==> config.mk <==
export PLATFORM = sky130hd
export DESIGN_NAME = layer2_output_serializer
export DESIGN_NICKNAME = d
export VERILOG_FILES = /design/src/rtl/layer2_output_serializer.sv
export SDC_FILE = /design/constraint.sdc
export NUM_CORES = 1
export LEC_CHECK = 0
export ABC_AREA = 1
export BUFFER_PORTS_ARGS = -buffer_cell sky130_fd_sc_hd__buf_4
export CORE_MARGIN = 2
export CORE_UTILIZATION = 32
export CTS_BUF_LIST = sky130_fd_sc_hd__clkbuf_8
export DETAILED_ROUTE_END_ITERATION = 10
export PLACE_DENSITY = 0.59
export SLEW_MARGIN = 30
export SYNTH_ARGS = -nofsm -noshare
export SYNTH_HDL_FRONTEND = slang
export SYNTH_SLANG_ARGS = --single-unit
==> constraint.sdc <==
create_clock -name ap_clk -period 2.8 [get_ports ap_clk]
set_input_delay 0.56 -clock ap_clk [delete_from_list [all_inputs] [get_ports ap_clk]]
set_output_delay 0.56 -clock ap_clk [all_outputs]
set_load 0.01 [all_outputs]
==> src/rtl/layer2_output_serializer.sv <==
// Feature-link transmit serializer: splits each wide accumulator word into
// BEATS output beats, with optional per-lane ReLU and frame TLAST marking.
module layer2_output_serializer #(
    parameter int unsigned IN_W            = 512,
    parameter int unsigned OUT_W           = 64,
    parameter int unsigned BEATS           = 8,
    parameter int unsigned LANE_W          = 16,
    parameter int unsigned WORDS_PER_FRAME = 128,
    parameter int unsigned RELU_EN         = 0
) (
    input  logic              ap_clk,
    input  logic              ap_rst,
    input  logic [IN_W-1:0]   d_Data_TDATA,
    input  logic              d_Data_TVALID,
    output logic              d_Data_TREADY,
    output logic [OUT_W-1:0]  feature_TDATA,
    output logic              feature_TVALID,
    input  logic              feature_TREADY,
    output logic              feature_TLAST
);

    localparam int unsigned LANES   = IN_W / LANE_W;
    localparam int unsigned BEAT_CW = (BEATS > 1) ? $clog2(BEATS) : 1;
    localparam int unsigned WORD_CW = (WORDS_PER_FRAME > 1) ? $clog2(WORDS_PER_FRAME) : 1;

    generate
        if (IN_W != OUT_W * BEATS) begin : g_bad_width
            $error("IN_W must equal OUT_W*BEATS");
        end
    endgenerate

    typedef enum logic {
        EMPTY = 1'b0,
        SEND  = 1'b1
    } state_e;

    state_e                        state_q, state_d;
    logic [BEATS-1:0][OUT_W-1:0]   hold_q, hold_d;
    logic [BEAT_CW-1:0]            beat_cnt_q, beat_cnt_d;
    logic [WORD_CW-1:0]            word_cnt_q, word_cnt_d;
    logic [IN_W-1:0]               relu_word;
    logic                          last_beat;
    logic                          last_word;
    logic                          out_hs;
    logic                          in_hs;

    // Per-lane ReLU on the incoming word; pass-through when disabled.
    always_comb begin
        relu_word = d_Data_TDATA;
        if (RELU_EN != 0) begin
            for (int k = 0; k < int'(LANES); k++) begin
                if (d_Data_TDATA[k*LANE_W + LANE_W - 1]) begin
                    relu_word[k*LANE_W +: LANE_W] = '0;
                end
            end
        end
    end

    assign last_beat = (beat_cnt_q == BEAT_CW'(BEATS - 1));
    assign last_word = (word_cnt_q == WORD_CW'(WORDS_PER_FRAME - 1));
    assign out_hs    = (state_q == SEND) && feature_TREADY;

    // Ready as the last beat leaves so the next word loads without a bubble.
    assign d_Data_TREADY = !ap_rst && ((state_q == EMPTY) || (last_beat && feature_TREADY));
    assign in_hs         = d_Data_TVALID && d_Data_TREADY;

    always_comb begin
        state_d    = state_q;
        hold_d     = hold_q;
        beat_cnt_d = beat_cnt_q;
        word_cnt_d = word_cnt_q;
        if (out_hs) begin
            if (!last_beat) begin
                beat_cnt_d = beat_cnt_q + BEAT_CW'(1);
            end else begin
                word_cnt_d = last_word ? '0 : word_cnt_q + WORD_CW'(1);
                state_d    = EMPTY;
            end
        end
        if (in_hs) begin
            hold_d     = relu_word;
            beat_cnt_d = '0;
            state_d    = SEND;
        end
    end

    always_ff @(posedge ap_clk) begin
        if (ap_rst) begin
            state_q    <= EMPTY;
            hold_q     <= '0;
            beat_cnt_q <= '0;
            word_cnt_q <= '0;
        end else begin
            state_q    <= state_d;
            hold_q     <= hold_d;
            beat_cnt_q <= beat_cnt_d;
            word_cnt_q <= word_cnt_d;
        end
    end

    assign feature_TVALID = (state_q == SEND);
    assign feature_TDATA  = hold_q[beat_cnt_q];
    assign feature_TLAST  = (state_q == SEND) && last_beat && last_word;

endmodule

# Word level (Yosys, flattened, before mapping)

Cells that the tools add are included.

Register bits: 523
Latch bits: 0
Bits in writable memories: 0
Memory bits (read-only): 0
Input port bits: 516
Output and inout bits: 67
Word-level logic and storage cells: 38
Memories kept: 0

Add/subtract/negate cells: 2
Multiply operators: 0
Div/mod/pow operators: 0
Order comparisons: 1
Eq/ne operators: 2
Shift operators: 0
Muxes and demuxes: 6
Bitwise gates (word level): 2
Reduce and logical (&&, ||, !) cells: 14

Operators with widths:

| operator                                                              | count |
|---|---|
| 64-bit binary-select mux with 3-bit select                            | 1 |
| 64-bit 2-to-1 mux                                                     | 1 |
| 7-bit by 1-bit adder with 7-bit output (second input constant)        | 1 |
| 7-bit == test (second input constant)                                 | 1 |
| 7-bit 2-to-1 mux                                                      | 1 |
| 1-bit logical AND                                                     | 6 |
| 2-bit AND reduction                                                   | 3 |
| 3-bit by 4-bit < comparator with 1-bit output (second input constant) | 1 |
| 2-bit nonzero test                                                    | 2 |
| 3-bit by 1-bit adder with 3-bit output (second input constant)        | 1 |
| 3-bit == test (second input constant)                                 | 1 |
| 1-bit 2-to-1 mux                                                      | 3 |
| 1-bit NOT                                                             | 2 |
| 2-bit OR reduction                                                    | 1 |
| 1-bit logical NOT                                                     | 1 |
| 1-bit logical OR                                                      | 1 |

# Depth between registers and ports, before layout

Word-level depth: 7
Depth in mapped cells: 10
Mapped depth without buffers: 8

# Least setup slack after synthesis

Ideal clock, no wire load.

Path type: reg-to-output
From: register beat_cnt_q[0]
To: output feature_TDATA[27]
Arrival time: 1.323 ns
Data required time: 2.240 ns
Path slack: 0.917 ns
Cell stages (with the launch flop): 10
Buffers on the path: 3
Cells stage by stage: dfxtp_1 > buf_2 > buf_2 > buf_4 > nor2_1 > nor2_1 > o21ai_0 > nand2_1 > nand2_1 > nand2_1

Longest elaborated chain between the ends: 2

RTL lines:

| what                                       | RTL line | source |
|---|---|---|
| from (decl)                                | 39       | `logic [BEAT_CW-1:0] beat_cnt_q, beat_cnt_d;` |
| from (signal assigned)                     | 96       | `beat_cnt_q <= beat_cnt_d;` |
| 64-bit binary-select mux with 3-bit select | 102      | `assign feature_TDATA = hold_q[beat_cnt_q];` |
| 64-bit 2-to-1 mux (not written as such)    | 102      |  |
| to (decl)                                  | 16       | `output logic [OUT_W-1:0] feature_TDATA,` |

Every way passes these cells. The select of a mux whose other input is x is not followed.

# Final worst setup path

From: register beat_cnt_q[0]
To: output feature_TDATA[21]

The elaborated chain is that of the path after synthesis.

==> impl_results.md <==
- Clock Skews: 0.0188 ns
- Final worst-path cycle share: 100%
- Die span in x: 265 µm
- Period minus WS final: 2.81 ns
- Layout cell share with drive strength beyond 1: 24.0%
- Min-Delay Path Class: in -> reg
- Area of the multi-input gates: 10700 µm²
- Initial DRC count: 1627
- Final hold vios: 0
- Num rows: 95
- Status: finished, violations left
- Vias per Instance: 4.65
- Synth cell count leaders: nand2_1 (1807), dfxtp_1 (523), nor2_1 (458)
- Synth Area in XOR/XNOR: 0.121%
- Synth Instances: 3361
- Remaining Overflow, GRT: 0
- Final RePlAce weighted congestion: 0.876
- Antenna violations before repair: 10
- Adder-cell share of the synthesized area: 0.173%
- Max IR drop VDD: 0.315 mV
- Register area: 10500 µm²
- Share of the synthesized area in the top cell type: 48.1%
- Initial core utilization: 32.3%
- Max cap viols: 0
- Port buffer count: 582
- Area Growth Syn to Fin: 40.6%
- Async S/R FF share, synth: 0%
- Mux cell area share after synthesis: 0%
- Most used standard cell by instance count after synthesis: nand2_1
- TritonCTS clock tree: built
- RSZ-0062 raised after global routing: yes
- Critical path launch point type: flop
- I/O pins: 583
- Ys Warns: 0
- Wire per inst: 18.3 µm
- Gr usage total: 24.2%
- First-pass GRT wire length: 130000 µm
- Slew @ Worst Pin: 0.598 ns
- Worst hold path cell count: 3
- Cell area after synthesis: 21800 µm²
- Worst-Skew Late Latency: 0.67 ns
- Slew HR: 60.1%
- Drt drc: 0
- WS Path Type: reg -> out
- Synth Area in Compound Gates: 7.65%
- Largest net degree at the start of global routing: 83
- Req. time, crit path: 2.24 ns
- Synth cell types: 19
- Failing checks: setup timing
- Post-Syn Nets: 3880
- Layout Nets: 4461
- Fin Hold WS: 0.0741 ns
- Synth area leaders: dfxtp_1 (48%), nand2_1 (31%), nor2_1 (7.9%)
- R2R cell count: 11
- Worst-path maximum fanout: 13
- #FFs+latches synth: 523
- Die area: 70100 µm²
- Vias in the first global route: 21700
- Cell accounting for the most synthesized area: dfxtp_1
- Fmax: 356 MHz
- Critical Path AT: 2.25 ns
- Largest family of logic cells by synthesized area: simple AND/OR/NAND/NOR gates
- CTS Root Cell: clkbuf_8
- Die Height: 265 µm
- Number of flops mapped to enable cells by yosys: 0
- Synth Area in Simple Gates: 39.3%
- DR vias: 22700
- FILL cells: 7046
- Utilization after layout: 45.5%
- PD cells: 584 nW/µm²
- Final WL: 89600 µm
- Lkg Pwr: 15.7 nW
- Ys flop type: dfxtp_1
- Total CTS buffers: 94
- Design Power: 0.0179 W
- CTS clk-pin slew, worst paths: 0.06 ns
- Core box area: 67300 µm²
- Final setup margin: -0.0114 ns
- Slew Limit Fails: 0
- DP Wirelength: 59800 µm
- Routed Antenna Nets: 0
- CTS max path bufs: 3
- Register area share after synthesis: 48.1%
- Drt first pass iters: 7
- H-tree levels: 3
- Clk sinks: 523
- Number of setup violations in the final report: 1
- Crit end category: output pin
- Avg Inst Size Synth: 6.47 µm²
==> final timing paths <==
kind	from	to	slack, ns
worst max register to register	beat_cnt_q[0]	hold_q[287]	0.39
worst min-delay path	d_Data_TDATA[220]	hold_q[220]	0.07
worst min register to register	hold_q[130]	hold_q[130]	0.44
worst max-delay path	beat_cnt_q[0]	feature_TDATA[21]	-0.01
==> timing repair <==
action | in CTS | in global routing
pin swaps | 17 | 37
endpoints found under the setup margin | 64 | 66
gates cloned | 14 | 15
resized for setup | 149 | 183
hold buffers | 5 | 0
setup buffers | 12 | 8
hold endpoints to repair | 5 | 0
==> metrics by stage <==
step / setup WS, ns / cells / setup TNS, ns / area, µm²
floorplan: 0.917 / 3361 / 0 / 21800
global placement: 0.415 / 4667 / 0 / 27100
detailed placement: 0.448 / 4667 / 0 / 27100
CTS: -0.0827 / 4857 / -2.36 / 29800
global route: -0.112 / 4887 / -4.01 / 30600
finish: -0.0114 / 4889 / -0.0114 / 30600
==> worst max-delay path, stage by stage (launching register included) <==
cell and delay (ns):
dfxtp_4 0.39, buf_12 0.16, inv_16 0.09, bufbuf_16 0.31, o21ai_2 0.18, nand2_1 0.08
nand2_2 0.11, nand2_1 0.08, buf_4 0.14
==> flip-flops by register name, indices dropped and copies added (netlist names) <==
signal          cells
beat_cnt_q          3
hold_q            512
feature_TVALID      1
word_cnt_q          7
==> where the power goes <==
| group | switching [W] | internal (W) | total (W) |
|---|---|---|---|
| clock network | 0.00329 | 0.00384 | 0.00713 |
| registers | 0.000255 | 0.00790 | 0.00815 |
| logic | 0.00138 | 0.00119 | 0.00257 |
| total | 0.00493 | 0.0129 | 0.0179 |
==> layer usage <==
metal	global-route usage [%]	vias up	share of wire, %	wire (µm)
met5	0	-	0.018	16
met1	34.3	10400	48	42900
li1	-	11500	-	-
met4	8.84	2	3.2	2820
met2	36.5	679	43	38800
met3	4.51	149	5.6	4980
==> layout by cell type, fill, tap and decap left out, drive strengths merged, types with 3 or more instances in the layout <==
cell and instances:
nand2 1807, dlygate4sd3 5, clkinvlp 3, diode 11
dfxtp 523, o21ai 325, buf 671, a21oi 6
clkbuf 133, clkinv 7, nor2 458, ha 3
inv 49, nand3 7
==> layout make-up <==
class	count	area share, %
Inverter	16	0.290
Antenna cell	11	0.0900
Sequential cell	523	34.3
Timing Repair inverter	2	0.0573
Timing Repair Buffer	693	20.6
Clock inverter	42	0.744
Tap cell	873	3.57
Multi-Input combinational cell	2612	35.1
Clock buffer	117	5.26
==> cell families (layout without fill, tap and decap cells) <==
logic type	count (synthesis)	after routing
buffers and inverters	226	870
other	0	11
XOR/XNOR	3	3
AO/OA/AOI/OAI	332	332
adder cells (fa/ha/maj)	3	3
flip-flops	523	523
AND/OR/NAND/NOR	2274	2274
(Power assumes the default switching activity.)
